## src/rtl/rv32_instr_encoder.sv

```systemverilog
// RV32I field packer: encodes one request per accept, tags it with a word address and
// queues it in a DEPTH-entry FIFO. Optional per-entry parity output under `ENC_PARITY_EN.
module rv32_instr_encoder #(
    parameter int          DEPTH    = 2,
    parameter int          ADDR_W   = 8,
    parameter logic [31:0] NOP_WORD = 32'h0000_0013
) (
    input  logic              clk,
    input  logic              rst_n,
    input  logic              in_valid,
    output logic              in_ready,
    input  logic [2:0]        fmt,
    input  logic [6:0]        opcode,
    input  logic [4:0]        rd,
    input  logic [4:0]        rs1,
    input  logic [4:0]        rs2,
    input  logic [2:0]        funct3,
    input  logic [6:0]        funct7,
    input  logic [31:0]       imm,
    output logic              out_valid,
    input  logic              out_ready,
    output logic [31:0]       out_instr,
    output logic [ADDR_W-1:0] out_addr,
`ifdef ENC_PARITY_EN
    output logic              out_parity,
`endif
    output logic              err,
    input  logic              clr_err
);

    localparam int PTR_W = (DEPTH > 1) ? $clog2(DEPTH) : 1;
    localparam int CNT_W = $clog2(DEPTH + 1);

    logic [31:0]       mem_q [DEPTH];
    logic [31:0]       mem_d [DEPTH];
    logic [ADDR_W-1:0] tag_q [DEPTH];
    logic [ADDR_W-1:0] tag_d [DEPTH];
    logic [PTR_W-1:0]  wr_ptr_q, wr_ptr_d, rd_ptr_q, rd_ptr_d;
    logic [CNT_W-1:0]  count_q, count_d;
    logic [ADDR_W-1:0] addr_q, addr_d;
    logic              err_q, err_d;
    logic              in_ready_q, in_ready_d;
    logic              out_valid_q, out_valid_d;
    logic [31:0]       enc_s, word_s;
    logic              legal_s, push_s, pop_s;

`ifdef ENC_PARITY_EN
    logic par_q [DEPTH];
    logic par_d [DEPTH];

    function automatic logic even_parity(input logic [31:0] w);
        return ^w;
    endfunction
`endif

    // Field packing and opcode/format legality for the request currently presented.
    always_comb begin
        enc_s   = NOP_WORD;
        legal_s = 1'b0;
        case (fmt)
            3'd0: begin
                enc_s   = {funct7, rs2, rs1, funct3, rd, opcode};
                legal_s = (opcode == 7'b0110011);
            end
            3'd1: begin
                enc_s   = {imm[11:0], rs1, funct3, rd, opcode};
                legal_s = (opcode == 7'b0010011) || (opcode == 7'b0000011) ||
                          (opcode == 7'b1100111);
            end
            3'd2: begin
                enc_s   = {imm[11:5], rs2, rs1, funct3, imm[4:0], opcode};
                legal_s = (opcode == 7'b0100011);
            end
            3'd3: begin
                enc_s   = {imm[12], imm[10:5], rs2, rs1, funct3, imm[4:1], imm[11], opcode};
                legal_s = (opcode == 7'b1100011) && !imm[0];
            end
            3'd4: begin
                enc_s   = {imm[31:12], rd, opcode};
                legal_s = (opcode == 7'b0110111) || (opcode == 7'b0010111);
            end
            3'd5: begin
                enc_s   = {imm[20], imm[10:1], imm[11], imm[19:12], rd, opcode};
                legal_s = (opcode == 7'b1101111) && !imm[0];
            end
            default: begin
                enc_s   = NOP_WORD;
                legal_s = 1'b0;
            end
        endcase
        word_s = legal_s ? enc_s : NOP_WORD;
    end

    // FIFO bookkeeping, address counter and sticky error; handshake flags come from next state.
    always_comb begin
        push_s   = in_valid && in_ready_q;
        pop_s    = out_valid_q && out_ready;
        mem_d    = mem_q;
        tag_d    = tag_q;
        wr_ptr_d = wr_ptr_q;
        rd_ptr_d = rd_ptr_q;
        addr_d   = addr_q;
`ifdef ENC_PARITY_EN
        par_d    = par_q;
`endif
        if (push_s) begin
            mem_d[wr_ptr_q] = word_s;
            tag_d[wr_ptr_q] = addr_q;
`ifdef ENC_PARITY_EN
            par_d[wr_ptr_q] = even_parity(word_s);
`endif
            wr_ptr_d        = wr_ptr_q + PTR_W'(1);
            addr_d          = addr_q + ADDR_W'(1);
        end else begin
            wr_ptr_d = wr_ptr_q;
        end
        if (pop_s) begin
            rd_ptr_d = rd_ptr_q + PTR_W'(1);
        end else begin
            rd_ptr_d = rd_ptr_q;
        end
        case ({push_s, pop_s})
            2'b10:   count_d = count_q + CNT_W'(1);
            2'b01:   count_d = count_q - CNT_W'(1);
            default: count_d = count_q;
        endcase
        // An illegal accept must win over a same-cycle clear.
        if (push_s && !legal_s) begin
            err_d = 1'b1;
        end else if (clr_err) begin
            err_d = 1'b0;
        end else begin
            err_d = err_q;
        end
        in_ready_d  = (count_d < CNT_W'(DEPTH));
        out_valid_d = (count_d != CNT_W'(0));
    end

    // State registers; reset discards any queued words immediately.
    always_ff @(posedge clk or negedge rst_n) begin
        if (!rst_n) begin
            mem_q       <= '{default: 32'h0000_0000};
            tag_q       <= '{default: '0};
            wr_ptr_q    <= '0;
            rd_ptr_q    <= '0;
            count_q     <= '0;
            addr_q      <= '0;
            err_q       <= 1'b0;
            in_ready_q  <= 1'b1;
            out_valid_q <= 1'b0;
`ifdef ENC_PARITY_EN
            par_q       <= '{default: 1'b0};
`endif
        end else begin
            mem_q       <= mem_d;
            tag_q       <= tag_d;
            wr_ptr_q    <= wr_ptr_d;
            rd_ptr_q    <= rd_ptr_d;
            count_q     <= count_d;
            addr_q      <= addr_d;
            err_q       <= err_d;
            in_ready_q  <= in_ready_d;
            out_valid_q <= out_valid_d;
`ifdef ENC_PARITY_EN
            par_q       <= par_d;
`endif
        end
    end

    assign in_ready  = in_ready_q;
    assign out_valid = out_valid_q;
    assign out_instr = mem_q[rd_ptr_q];
    assign out_addr  = tag_q[rd_ptr_q];
    assign err       = err_q;
`ifdef ENC_PARITY_EN
    assign out_parity = par_q[rd_ptr_q];
`endif

endmodule

```

## config.mk

```make
export PLATFORM = sky130hd
export DESIGN_NAME = rv32_instr_encoder
export DESIGN_NICKNAME = d
export VERILOG_FILES = /design/src/rtl/rv32_instr_encoder.sv
export SDC_FILE = /design/constraint.sdc
export NUM_CORES = 1
export LEC_CHECK = 0
export CAP_MARGIN = 10
export CORE_MARGIN = 2
export CORE_UTILIZATION = 37
export CTS_CLUSTER_SIZE = 16
export DETAILED_ROUTE_END_ITERATION = 8
export GPL_TIMING_DRIVEN = 0
export PLACE_DENSITY_LB_ADDON = 0.08
export SLEW_MARGIN = 20
export SYNTH_ARGS = -nofsm -noshare
export SYNTH_HDL_FRONTEND = slang
export SYNTH_SLANG_ARGS = --single-unit
```

## constraint.sdc

```tcl
create_clock -name clk -period 2.03 [get_ports clk]
set_clock_uncertainty 0.15 [all_clocks]
set_input_delay 0.3045 -clock clk [delete_from_list [all_inputs] [get_ports clk]]
set_output_delay 0.3045 -clock clk [all_outputs]
set_load 0.02 [all_outputs]
```

==> run_results.csv, run 1 <==
group,metric,value,unit
worst_setup_path,crit_slowest_cell,"or4b_4",
clock_network,root_buffer,"clkbuf_16",
placement,post-place-ws,-1.57,ns
sta,max_slew_margin,0.534,
worst_setup_path,crit_required,2.12,ns
status,violations,"setup timing",
sta,finalSetupTns,-10.60,ns
floorplanning,die-height,118,um
sta,hold_viol_final,0,
routing,dr.pass1.iters,5,
power_and_ir_drop,p_total,6.77,mW
flow_run,maxCapViolCount,0,
hold_path,min-delay-path-class,"in2async",
status,outcome,"finished, violations left",
routing,ant_nets,0,
routing,drtIter0Drc,221,
clock_network,htreeDepth,3,
sta,worstMarginPinSlew,0.695,ns
clock_network,clkTransAtPathRegs,0.07,ns
worst_setup_path,critPathKind,"in2reg",
finish,layout_common_cells,"nand2_1 (97), dfrtp_1 (93), clkdlybuf4s50_1 (67)",
finish,nFillCells,1069,
finish,post-route-util,0.614,
finish,multi_input_area,3040,um2
sta,period_share,1.15,
logic_synthesis,syn-cell-area,4840,um2
floorplanning,core-area,12700,um2
logic_synthesis,yosysUniqueCellTypes,40,
sta,hold-worst-slack,0.292,ns
logic_synthesis,ys_ff_latch,95,
power_and_ir_drop,p_leak,3.33,nW
routing,wl_per_cell,19.5,um
clock_network,clk_latency,0.35,ns
sta,slew_violations,0,
logic_synthesis,ys_warn_count,0,
sta,fin_ws,-0.303,ns
power_and_ir_drop,worst_ir_drop_vdd,0.420,mV
placement,io_buffers,113,
finish,diodes,0,
finish,drive_gt1_frac,0.385,
worst_setup_path,critPathMaxFanout,6,
floorplanning,die-area,14000,um2
clock_network,cts_buffer_depth,2,
finish,syn_to_final_growth,60.8,%
worst_setup_path,crit_path_cell_trace,"clkbuf_16, nor2b_4, and2_4, ha_4, or4b_4, nor4_4, buf_4, a211oi_4, buf_6, buf_12, o31a_1",
grt,grt.total_usage,0.221,
placement,gp_congestion,0.792,
grt,overflow,0,
grt,antenna_found_initial,0,
logic_synthesis,syn-instance-count,462,
finish,ff_latch_area,2380,um2
sta,finalSetupViolations,87,
routing,num_vias,4257,
routing,drc_errors,0,
floorplanning,floorplan.rows,41,
worst_setup_path,critPathArrivalTime,2.43,ns
floorplanning,die_width,118,um
logic_synthesis,yosysSeqAreaShare,0.492,
sta,rsz0062_at_grt,"yes",
clock_network,clock-sinks,95,
finish,layout.nets,696,
power_and_ir_drop,powerDensity,871,nW/um2
grt,grt_pass1_vias,4432,
logic_synthesis,syn_area_per_cell,10.5,um2
clock_network,cts_tree,"done",
sta,clock.fmax,429,MHz
grt,grt_max_degree,52,
placement,post-dp-hpwl,10100,um
worst_setup_path,start_kind,"primary input",
finish,final_common_cell,"nand2_1",
worst_setup_path,critPathMaxStageDelay,0.52,ns
worst_setup_path,endpoint_kind,"register",
grt,grt_pass1_wl,24100,um
floorplanning,ioPinCount,115,
routing,viasPerCell,5.35,
routing,wl,15600,um
clock_network,cts_inserted_buffers,9,
sta,fin_crit,2.33,ns
floorplanning,start_util,0.382,
logic_synthesis,synth_nets,539,
critical path, delay by kind of cell:
family | cells | cell delay [ns]
fa+ha+maj | 1 | 0.20
compound gates | 2 | 0.33
simple gates | 4 | 0.99
buf+inv | 4 | 0.60
cell type report:
type	count	share of cell area
plain buffers	31	0.0348
clock buffers	11	0.0325
clock inverters	5	0.00821
inverters	5	0.00241
multi-input cells	325	0.391
flip-flops and latches	95	0.306
well taps	172	0.0277
repair buffers	152	0.197
repair_timing:
action,4_1_cts,5_1_grt
cloned,8,1
pin swaps,49,8
endpoints found under the setup margin,122,106
hold buffers,1,0
hold endpoints to repair,44,0
setup buffers,22,11
resized for setup,268,166
registers in the layout (all words and copies together), names as in the netlist:
| register | count |
|---|---|
| addr_q | 8 |
| count_q | 2 |
| err | 1 |
| in_ready | 1 |
| mem_q | 64 |
| out_valid | 1 |
| rd_ptr_q | 1 |
| tag_q | 16 |
| wr_ptr_q | 1 |
power by group:
group | internal, mW | switching (mW)
sequential | 2.15 | 0.218
combinational | 1.22 | 1.37
clock | 1.04 | 0.781
total | 4.40 | 2.37
routing by layer:
metal / global-route usage / vias up / wire length, um
met5: 0 / - / 0
met4: 0.0595 / 0 / 224
met3: 0.0473 / 16 / 856
met2: 0.371 / 145 / 7850
met1: 0.287 / 2113 / 6630
li1: - / 1983 / -
worst paths after layout:
check / startpoint / slack (ns) / to / cells after the start
setup / recovery: fmt[2] / -0.30 / mem_q[36] / 11
hold / removal: rst_n / 0.29 / tag_q[0] / 2
setup reg to reg: in_ready / 0 / mem_q[21] / 6
hold reg to reg: mem_q[0] / 0.32 / mem_q[0] / 1
max in group asynchronous: rst_n / 0.81 / in_ready / 3
min in group clk: opcode[5] / 0.31 / mem_q[37] / 3
metrics by stage:
stage                     cells  instance area (um2)
after floorplan             462                 4880
after global placement      747                 6230
after detailed placement    748                 6260
after CTS                   791                 7280
after global routing        796                 7780
final                       796                 7780
cells by family after synthesis:
logic type | after synthesis | synth area share
buffers and inverters | 43 | 0.0375
AND/OR/NAND/NOR | 142 | 0.133
flip-flops | 95 | 0.492
AO/OA/AOI/OAI | 113 | 0.183
XOR/XNOR | 12 | 0.0217
adder cells (fa/ha/maj) | 5 | 0.0129
multiplexers | 52 | 0.120
cell usage after synthesis (all sizes together):
master,instances,area (um2)
nand3b,2,15.0
buf,10,57.6
o22a,6,52.6
clkbuf,28,105
a21o,1,7.51
o22ai,1,6.26
a22o,5,43.8
o31a,2,17.5
nand4,3,18.8
nand4b,1,8.76
a211oi,2,20.0
inv,5,18.8
a22oi,21,158
or3,1,6.26
mux2,49,552
dfstp,1,26.3
nor2,5,18.8
a2111oi,1,15.0
o21ai,4,20.0
or4b,1,10.0
o31ai,56,470
ha,5,62.6
and2,3,18.8
nand2,98,368
and3,3,18.8
nand2b,8,50.1
nor3,3,15.0
mux2i,3,30.0
xor2,2,17.5
a21oi,13,65.1
xnor2,10,87.6
nor2b,10,62.6
nor4,1,12.5
dfrtp,94,2350
o32ai,1,8.76
or2,3,18.8
Power figures use the tool's default switching activity.
==> run 2, diff against run 1 <==
--- a/config.mk
+++ b/config.mk
@@ -6,10 +6,10 @@
 export NUM_CORES = 1
 export LEC_CHECK = 0
 export CAP_MARGIN = 10
-export CORE_MARGIN = 2
 export CORE_UTILIZATION = 37
 export CTS_CLUSTER_SIZE = 16
 export DETAILED_ROUTE_END_ITERATION = 8
+export DONT_BUFFER_PORTS = 1
 export GPL_TIMING_DRIVEN = 0
 export PLACE_DENSITY_LB_ADDON = 0.08
 export SLEW_MARGIN = 20
==> run_results.csv, run 2 (same netlist as run 1, synthesis figures left out) <==
group,metric,value,unit
status,outcome,"finished, violations left",
status,violations,"hold timing, setup timing",
finish,reg_top3,"mem_q: 64 flops, tag_q: 16 flops, addr_q: 8 flops",
sta,fin_crit,2.22,ns
floorplanning,die-area,13500,um2
grt,grt_max_degree,96,
sta,max_slew_margin,0.436,
power_and_ir_drop,switching_share,0.331,
worst_setup_path,critPathMaxFanout,7,
sta,finalSetupTns,-6.57,ns
grt,antenna_found_initial,0,
sta,period_share,1.10,
finish,largest_register_ffs,64,
sta,finalSetupViolations,58,
worst_setup_path,critPathKind,"in2reg",
sta,fin_ws,-0.194,ns
sta,hold_viol_final,95,
grt,grt_pass1_vias,3715,
clock_network,holdBufCountCts,2,
grt,grt.total_usage,0.207,
floorplanning,die-height,116,um
placement,post-place-ws,-0.978,ns
clock_network,clkTransAtPathRegs,0.07,ns
power_and_ir_drop,p_clk_frac,0.320,
finish,syn_to_final_growth,19.6,%
routing,drtIter0Drc,165,
grt,overflow,0,
worst_setup_path,start_kind,"primary input",
finish,layout_common_cells,"nand2_1 (98), dfrtp_1 (94), mux2_2 (49)",
power_and_ir_drop,powerDensity,1010,nW/um2
finish,largest-register,"mem_q",
routing,ant_nets,0,
finish,final_area,5780,um2
flow_run,maxCapViolCount,0,
finish,diodes,0,
clock_network,cts_buffer_depth,2,
floorplanning,ioPinCount,115,
finish,final_common_cell,"nand2_1",
worst_setup_path,r2r_setup_slack,-0.01,ns
routing,wl,13500,um
worst_setup_path,crit_required,2.13,ns
clock_network,clock-sinks,95,
power_and_ir_drop,p_int,3.90,mW
power_and_ir_drop,worst_ir_drop_vdd,0.434,mV
grt,grt_pass1_wl,20900,um
sta,rsz0062_at_grt,"yes",
placement,placedCellCount,634,
worst_setup_path,critPathArrivalTime,2.32,ns
routing,num_vias,3632,
finish,post-route-util,0.456,
floorplanning,floorplan.rows,41,
routing,dr.pass1.iters,5,
clock_network,cts_tree,"done",
routing,viasPerCell,5.52,
placement,place_area,5100,um2
finish,ff_latch_area,2380,um2
routing,drc_errors,0,
floorplanning,start_util,0.382,
floorplanning,core-area,12700,um2
sta,clock.fmax,450,MHz
routing,wl_per_cell,20.6,um
sta,hold-worst-slack,-0.504,ns
power_and_ir_drop,p_leak,2.46,nW
clock_network,cts_inserted_buffers,9,
clock_network,htreeDepth,3,
power_and_ir_drop,p_total,5.83,mW
placement,gp_congestion,0.837,
finish,multi_input_area,2490,um2
floorplanning,die_width,116,um
finish,finalNonFillerCells,658,
finish,nFillCells,1239,
power_and_ir_drop,p_switching,1.93,mW
sta,slew_violations,0,
clock_network,root_buffer,"clkbuf_16",
power_and_ir_drop,comb_power_share,0.271,
finish,drive_gt1_frac,0.267,
worst_setup_path,endpoint_kind,"register",
placement,post-dp-hpwl,9330,um
placement,io_buffers,0,
hold_path,min-delay-path-class,"in2async",
clock_network,clk_latency,0.34,ns
power_and_ir_drop,power_frac_seq,0.409,
finish,layout.nets,558,
sta,worstMarginPinSlew,0.845,ns
run 2: worst paths after layout:
path,end,cells past startpoint,startpoint
hold reg to reg,mem_q[0],1,mem_q[0]
setup reg to reg,out_valid,6,in_ready
setup / recovery,mem_q[15],10,fmt[2]
max in group asynchronous,in_ready,0,rst_n
hold / removal,tag_q[7],0,rst_n
min in group clk,rd_ptr_q,2,out_ready
run 2: layer usage:
metal  up-vias  wire length, um  GRT usage
li1       1699                -          -
met1      1813             6160      0.276
met2       106             6380      0.326
met3        14              801     0.0524
met4         0              197     0.0761
met5         -                0          0
run 2: worst max-delay path, stage by stage:
cell and delay, ns:
clkbuf_16 0.12, nor2b_4 0.12, and2_4 0.17, ha_4 0.20, or4b_4 0.52, nor4_4 0.22, a211oi_4 0.11, buf_4 0.18
buf_6 0.13, o31ai_1 0.24
run 2: power groups by stage:
stage	Clock (mW)	Sequential, mW	Combinational (mW)
floorplan	0	2.34	1.14
finish	1.86	2.38	1.58
detailed placement	0	2.40	1.50
CTS	1.90	2.39	1.53
global placement	0	2.39	1.48
global route	1.98	2.43	1.72
run 2: timing repair:
action | CTS | global route
cloned | 1 | 2
setup endpoints to repair | 122 | 101
pin swaps | 4 | 4
hold endpoints to repair | 97 | 95
gates resized for setup | 28 | 44
setup buffers | 3 | 5
run 2: final cells by class:
cell class	instances	area share
multi-input combinational	324	0.431
clock inverter	3	0.0113
clock buffer	13	0.0450
tap	172	0.0372
sequential	95	0.411
inverter	5	0.00389
buffer	33	0.0387
timing repair buffer	13	0.0216
==> run 3, diff against run 2 <==
--- a/config.mk
+++ b/config.mk
@@ -5,6 +5,7 @@
 export SDC_FILE = /design/constraint.sdc
 export NUM_CORES = 1
 export LEC_CHECK = 0
+export ABC_AREA = 0
 export CAP_MARGIN = 10
 export CORE_UTILIZATION = 37
 export CTS_CLUSTER_SIZE = 16
==> results of run 3 <==
Same layout as run 2: the final DEF is identical, and so are final timing and power.
